<file path="config.mk">
export PLATFORM = sky130hd
export DESIGN_NAME = irq_ctrl
export DESIGN_NICKNAME = d
export VERILOG_FILES = /design/src/rtl/irq_ctrl.sv
export SDC_FILE = /design/constraint.sdc
export NUM_CORES = 1
export LEC_CHECK = 0
export CORE_MARGIN = 5
export CORE_UTILIZATION = 35
export DETAILED_ROUTE_END_ITERATION = 8
export PLACE_DENSITY_LB_ADDON = 0.05
export RECOVER_POWER = 50
export SYNTH_ARGS = -nofsm -noshare
export SYNTH_HDL_FRONTEND = slang
export SYNTH_SLANG_ARGS = --single-unit
export TNS_END_PERCENT = 20
</file>
<file path="constraint.sdc">
create_clock -name clk -period 1.8 [get_ports clk]
set_clock_uncertainty 0.1 [all_clocks]
set_input_delay 0.18 -clock clk [delete_from_list [all_inputs] [get_ports clk]]
set_output_delay 0.18 -clock clk [all_outputs]
set_load 0.02 [all_outputs]
</file>
<file path="src/rtl/irq_ctrl.sv">
// Interrupt controller: synchronises and edge-latches up to 8 IRQs into W1C status, masks
// with ENABLE and drives a gap-limited irq_out. Define IRQ_LEVEL_MODE_EN for per-source level mode.
module irq_ctrl #(
  parameter logic [4:0] BASE_ADDR  = 5'h18,
  parameter int         NUM_IRQS   = 8,
  parameter logic [7:0] DFL_ENABLE = 8'h00,
  parameter logic [7:0] MIN_GAP    = 8'd4
) (
  input  logic                clk,
  input  logic                rst_n,
  input  logic [4:0]          csr_a,
  input  logic [7:0]          csr_di,
  input  logic                csr_we,
  output logic [7:0]          csr_do,
  input  logic                ce,
  input  logic                hold,
  input  logic [NUM_IRQS-1:0] irq_in,
  output logic                irq_out
);

  localparam logic [4:0] ADDR_STATUS = BASE_ADDR;
  localparam logic [4:0] ADDR_ENABLE = BASE_ADDR + 5'd1;
  localparam logic [4:0] ADDR_RAW    = BASE_ADDR + 5'd2;
`ifdef IRQ_LEVEL_MODE_EN
  localparam logic [4:0] ADDR_MODE   = BASE_ADDR + 5'd3;
`endif

  typedef enum logic [1:0] {IDLE, ASSERT, GAP} state_t;

  logic       we_status;
  logic       we_enable;
  logic [7:0] raw_vec;
  logic [7:0] status_vec;
  logic [7:0] enable_vec;
  logic       pending;
`ifdef IRQ_LEVEL_MODE_EN
  logic       we_mode;
  logic [7:0] mode_vec;
`endif

  state_t     state_reg;
  logic [7:0] gap_cnt_reg;
  logic       irq_out_reg;

  assign we_status = csr_we && (csr_a == ADDR_STATUS);
  assign we_enable = csr_we && (csr_a == ADDR_ENABLE);
`ifdef IRQ_LEVEL_MODE_EN
  assign we_mode   = csr_we && (csr_a == ADDR_MODE);
`endif

  genvar gi;
  generate
    for (gi = 0; gi < 8; gi++) begin : g_src
      if (gi < NUM_IRQS) begin : g_used
        logic sync_reg;
        logic raw_reg;
        logic prev_reg;
        logic status_reg;
        logic enable_reg;
`ifdef IRQ_LEVEL_MODE_EN
        logic mode_reg;

        always_ff @(posedge clk or negedge rst_n) begin
          if (!rst_n) begin
            mode_reg <= 1'b0;
          end else if (we_mode) begin
            mode_reg <= csr_di[gi];
          end
        end

        assign mode_vec[gi] = mode_reg;
`endif

        // Sync chain resets high so a source already asserted at release raises no edge.
        always_ff @(posedge clk or negedge rst_n) begin
          if (!rst_n) begin
            sync_reg   <= 1'b1;
            raw_reg    <= 1'b1;
            prev_reg   <= 1'b1;
            status_reg <= 1'b0;
            enable_reg <= DFL_ENABLE[gi];
          end else begin
            sync_reg <= irq_in[gi];
            raw_reg  <= sync_reg;
            prev_reg <= raw_reg;
            if (we_enable) begin
              enable_reg <= csr_di[gi];
            end
`ifdef IRQ_LEVEL_MODE_EN
            if (mode_reg) begin
              status_reg <= raw_reg;
            end else
`endif
            if (raw_reg && !prev_reg) begin
              status_reg <= 1'b1;
            end else if (we_status && csr_di[gi]) begin
              status_reg <= 1'b0;
            end
          end
        end

        assign raw_vec[gi]    = raw_reg;
        assign status_vec[gi] = status_reg;
        assign enable_vec[gi] = enable_reg;
      end else begin : g_unused
        assign raw_vec[gi]    = 1'b0;
        assign status_vec[gi] = 1'b0;
        assign enable_vec[gi] = 1'b0;
`ifdef IRQ_LEVEL_MODE_EN
        assign mode_vec[gi]   = 1'b0;
`endif
      end
    end
  endgenerate

  assign pending = |(status_vec & enable_vec);

  always_comb begin
    csr_do = 8'h00;
    case (csr_a)
      ADDR_STATUS: csr_do = status_vec;
      ADDR_ENABLE: csr_do = enable_vec;
      ADDR_RAW:    csr_do = raw_vec;
`ifdef IRQ_LEVEL_MODE_EN
      ADDR_MODE:   csr_do = mode_vec;
`endif
      default:     csr_do = 8'h00;
    endcase
  end

  // GAP always lasts at least one clk, even with MIN_GAP of zero.
  always_ff @(posedge clk or negedge rst_n) begin
    if (!rst_n) begin
      state_reg   <= IDLE;
      gap_cnt_reg <= 8'd0;
      irq_out_reg <= 1'b0;
    end else begin
      case (state_reg)
        IDLE: begin
          if (pending && !hold) begin
            state_reg   <= ASSERT;
            irq_out_reg <= 1'b1;
          end
        end
        ASSERT: begin
          if (!pending || hold) begin
            state_reg   <= GAP;
            gap_cnt_reg <= MIN_GAP;
            irq_out_reg <= 1'b0;
          end
        end
        GAP: begin
          if (gap_cnt_reg == 8'd0) begin
            state_reg <= IDLE;
          end else if (ce) begin
            gap_cnt_reg <= gap_cnt_reg - 8'd1;
          end
        end
        default: begin
          state_reg   <= IDLE;
          irq_out_reg <= 1'b0;
        end
      endcase
    end
  end

  assign irq_out = irq_out_reg;

endmodule
</file>
# Word level (Yosys, flattened, before mapping)
# Index checks and enable logic that the tools add are counted.
# word_totals
inputBits	26
out_inout_bits	9
elab_cells	129
register_bits	51
# op_classes
n_mux	28
eq_ne	10
add_sub_neg	1
reduce_logical	45
bitwise_logic	2
# ops
operator	n
8-bit two-way mux	3
8-bit one-hot mux with 3 select lines	1
1-bit logical AND	19
1-bit two-way mux	18
2-bit nonzero test	9
8-bit one-hot mux with 2 select lines	1
5-bit equality test (second input constant)	3
1-bit zero test	10
2-bit inequality test (second input constant)	5
8-bit bitwise AND	1
8-bit zero test	1
8-bit OR reduction	1
8-bit by 1-bit subtractor with 8-bit output (second input constant)	1
2-bit two-way mux	3
2-bit one-hot mux with 3 select lines	1
3-bit AND reduction	2
4-bit AND reduction	1
1-bit one-hot mux with 3 select lines	1
2-bit by 1-bit equality test with 1-bit output (second input constant)	1
2-bit equality test (second input constant)	1
2-bit zero test	1
1-bit logical OR	1
1-bit inverter	1

# Logic depth before layout (Yosys ltp)
# logic_depth
depth_word	6
depth_mapped	5
depth_no_buf	5

# Least setup slack after synthesis
# Ideal clock, no wire load.
# synth_timing
path_type	register to register
from	register g_src[2].g_used.status_reg
to	register gap_cnt_reg[1]
n_path_buf	0
path_stages_with_launch	5
synth_period_minus_slack_ns	1.621
setup_time_ns	0.125
slack_ns	0.179
required_ns	1.575
arrival_time_ns	1.396
cell_sequence	dfrtp_1 -> a22oi_1 -> a41oi_1 -> o22ai_4 -> mux2_2
# synth_between
elab_chain_cells	6
# synth_rtl
item	line_no	text
start, declared	58	logic status_reg;
start signal, assigned	80	status_reg <= 1'b0;
start signal, assigned	95	status_reg <= 1'b1;
start signal, assigned	97	status_reg <= 1'b0;
8-bit bitwise AND	116	assign pending = |(status_vec & enable_vec);
8-bit OR reduction	116	
1-bit zero test	146	if (!pending || hold) begin
1-bit logical OR	146	
2-bit inequality test (no line)	n/a	
4-bit AND reduction (no line)	n/a	
end signal, assigned	156	gap_cnt_reg <= gap_cnt_reg - 8'd1;
end, declared	42	logic [7:0] gap_cnt_reg;
# Every way passes these cells.
# A chain may end at the register's enable or synchronous reset.

# Worst setup path after layout
# layout_timing
from	register g_src[6].g_used.status_reg
to	register gap_cnt_reg[1]
# layout_between
elab_chain_cells	6
# layout_rtl
item	line_no
start, declared	58
start signal, assigned	80
start signal, assigned	95
start signal, assigned	97
8-bit bitwise AND	116
8-bit OR reduction	116
1-bit zero test	146
1-bit logical OR	146
2-bit inequality test (no line)	n/a
4-bit AND reduction (no line)	n/a
# Every way passes these cells.

==> flow_metrics.py <==
metrics = {
    "logic_synthesis": {
        "largest_family_of_logic_cells_by_synthesized_area": "compound AO/OA/AOI/OAI gates",
        "synth.distinct_cells": 33,
        "post_synth_xor_area_fraction": 0,
        "netlist_top_cells_area": "dfrtp_1 32%, dfstp_2 30%, mux2_2 4.8%",
        "postSynthNetCount": 194,
        "total_of_flip_flops_plus_latches_after_synthesis": 51,
        "synthCells": 166,
        "synth.cell_area_sq_mm": 0.002091,
        "synth_compound_gate_area_share": 0.1490,
        "post-synth-top-area-cell": "dfrtp_1",
        "portion_of_netlist_area_occupied_by_mux_cells": 0.04847,
        "synth_simple_gate_area_frac": 0.1341,
        "seq_area_frac_synth": 0.6248,
        "ys_warn_count": 0,
        "yosys.area.top_type_share": 0.3232,
        "yosys.area_share.adder": 0.01676,
        "synth_area_per_cell_sq_um": 12.59,
    },
    "setup_path": {
        "cp_slowest_cell": "dfrtp_1",
        "critPathMaxFanout": 3,
        "setup.worst_path.end_class": "flip-flop",
        "crit_path_start_kind": "flip-flop",
        "setup.worst_path.class": "reg -> reg",
        "max_stage_delay_ns": 0.40,
        "timing.critical_path.required_ns": 1.89,
        "crit_arrival_ns": 1.80,
        "crit_path_cell_trace": "a22oi_1 > a41oi_2 > o22ai_4 > mux2_2",
    },
    "die": {
        "fp.coreArea_sq_mm": 0.005851,
        "die_span_in_y_um": 87.29,
        "die_footprint_sq_mm": 0.007620,
        "floorplan.die.width_um": 87.29,
        "ports": 35,
        "effective_utilization_at_floorplan": 0.3574,
        "placement_rows": 28,
    },
    "sta": {
        "worstMarginPinSlew_ns": 1.160,
        "hold_viol_final": 0,
        "period_minus_slack_ns": 1.715,
        "timing.max_slew.rel_slack": 0.2264,
        "setup_ws_ns": 0.08525,
        "clock.fmax_mhz": 583.2,
        "setup_total_negative_slack_ns": 0,
        "slew_viol_final": 0,
        "timing.hold.ws_ns": 0.2652,
        "fin_crit_sh": 0.9526,
        "rsz0062_at_grt": "no",
        "setup-violations-final": 0,
    },
    "routing": {
        "detailroute.wirelength.met3_um": 187,
        "routedLengthMet1_um": 2034,
        "detail_route.drc_violations": 0,
        "top_signal_layer_used": "met4",
        "drt_wl_total_um": 4491,
        "total_met2_wirelength_after_detailed_routing_um": 2214,
        "via_count": 1507,
        "detailedRoute.firstIterationViolations": 84,
        "drtAntennaViolNets": 0,
        "post_drt_via_cell_ratio": 5.040,
        "routed_wire_length_per_instance_um": 15.02,
        "drt-pass1-iter-count": 4,
    },
    "clock_network": {
        "clock_latency_ns": 0.30,
        "cts_tree": "built",
        "ctsRootBufferMaster": "clkbuf_8",
        "cts_buffer_depth": 2,
        "htree_levels": 2,
        "cts.reportedPaths.clkPinSlew_ns": 0.09,
        "tritoncts_sinks": 51,
        "cts-buffers-inserted": 5,
    },
    "global_route": {
        "grt_antenna_before_repair": 0,
        "global_route.usage.total": 0.1261,
        "grt_pass1_vias": 1555,
        "gr-total-overflow": 0,
        "grt_pass1_wl_um": 7465,
        "grt_start_max_net_pins": 32,
    },
    "finish": {
        "insertedDiodeCount": 0,
        "layout-drive-gt1-share": 0.3036,
        "area_growth_pct": 33.81,
        "share_of_the_core_filled_with_cells_in_the_final_layout": 0.4782,
        "stdcell_area_sq_mm": 0.002798,
        "final_net_count": 251,
    },
    "min_path": {
        "worstHoldPathType": "reg -> reg",
    },
    "pwr": {
        "total_leakage_power_nw": 1.265,
        "power_density_mw_per_mm2": 1108,
        "vdd.ir_drop.worst_mv": 0.4413,
    },
    "place": {
        "place_congestion": 0.7429,
        "place.port_buffers": 34,
        "worst_setup_slack_post_dpl_ns": -0.4685,
        "dp_hpwl_um": 3293,
        "placement.cell_area_sq_mm": 0.002649,
    },
    "job": {
        "maxCapViolCount": 0,
    },
    "outcome": {
        "run_status": "finished clean",
    },
}
## per-stage QoR
| step | instances | total power [W] |
|---|---|---|
| after floorplan | 166 | 0.001955 |
| after global placement | 290 | 0.002212 |
| after detailed placement | 290 | 0.002248 |
| after CTS | 299 | 0.003127 |
| after global routing | 299 | 0.003276 |
| final | 299 | 0.003099 |
## placed cells by master (no fill, tap or decap), drive strengths merged
cell type / instances
a22oi: 12
clkdlybuf4s50: 12
mux2: 9
o21a: 1
nor3: 5
nand2b: 2
bufinv: 1
a31oi: 6
and2: 1
buf: 24
maj3: 1
a41oi: 3
nor3b: 2
dfstp: 24
dlymetal6s2s: 4
a21o: 2
nand2: 27
a22o: 9
o21ai: 2
clkbuf: 8
dlygate4sd2: 1
nor4b: 1
nor2: 6
a21oi: 2
inv: 14
nand3b: 2
dfrtp: 27
a31o: 1
ha: 2
dlygate4sd3: 9
o22ai: 2
and4: 2
## report_power, final
part           leakage (nW)  internal (W)  switching (W)  total (W)
clock                0.0636      0.000500       0.000376   0.000876
combinational         0.641      0.000358       0.000381   0.000740
sequential            0.561       0.00133       0.000150    0.00148
total                  1.26       0.00219       0.000908    0.00310
## cells in the mapped netlist (all sizes together)
cell and n:
dfstp 24, nand3b 2, and4 2, a41oi 3, mux2 9, a21o 2, a31oi 6, o21ai 2
a31o 1, nor4b 1, o21a 1, maj3 1, ha 2, clkbuf 1, a22o 9, nand2 27
nor3b 2, a21oi 2, and2 1, nand2b 2, inv 14, a22oi 12, nor3 5, o22ai 2
nor2 6, dfrtp 27
## critical path, delay by kind of cell, from the launching register on
kind           cells  cell delay (ns)
multiplexers       1             0.35
AO/OA/AOI/OAI      3             0.75
flip-flops         1             0.40
## timing repair
| item | 4_1_cts | 5_1_grt |
|---|---|---|
| hold endpoints to repair | 8 | 0 |
| setup endpoints to repair | 8 | 9 |
| pin swaps | 0 | 3 |
| hold buffers | 1 | 0 |
| resized for setup | 33 | 16 |
| buffers inserted | 0 | 0 |
## cell families after synthesis
| family | after synthesis |
|---|---|
| muxes | 9 |
| buffers and inverters | 15 |
| AOI/OAI and AO/OA | 40 |
| DFF | 51 |
| and+or+nand+nor | 48 |
| adders and majority gates | 3 |
## layout make-up
class / instances / area, sq um
repair buffers: 51 / 475.5
fillers: 533 / 3053
clock buffers: 7 / 97.59
flip-flops and latches: 51 / 1306
clock inverters: 1 / 30.03
well taps: 75 / 93.84
inverters: 14 / 52.55
multi-input cells: 100 / 742.0
## path summary, 6_finish.rpt
kind	slack, ns	from	end	cells after the start
max	0.09	g_src[6].g_used.status_reg$_DFFE_PN0P_	gap_cnt_reg[1]$_DFFE_PN0P_	4
max in group asynchronous	0.26	rst_n	g_src[2].g_used.prev_reg$_DFF_PN1_	3
min in group asynchronous	0.53	rst_n	g_src[7].g_used.status_reg$_DFFE_PN0P_	2
min reg2reg	0.27	g_src[5].g_used.sync_reg$_DFF_PN1_	g_src[5].g_used.raw_reg$_DFF_PN1_	0
max reg2reg	0.09	g_src[6].g_used.status_reg$_DFFE_PN0P_	gap_cnt_reg[1]$_DFFE_PN0P_	4
min	0.27	g_src[5].g_used.sync_reg$_DFF_PN1_	g_src[5].g_used.raw_reg$_DFF_PN1_	0
## per-layer routing
layer	vias to the layer above	track usage
met5	-	0
met1	762	0.1625
met3	6	0.02838
met2	30	0.2110
met4	0	0.03766
li1	709	-
Power figures use the tool's default switching activity.
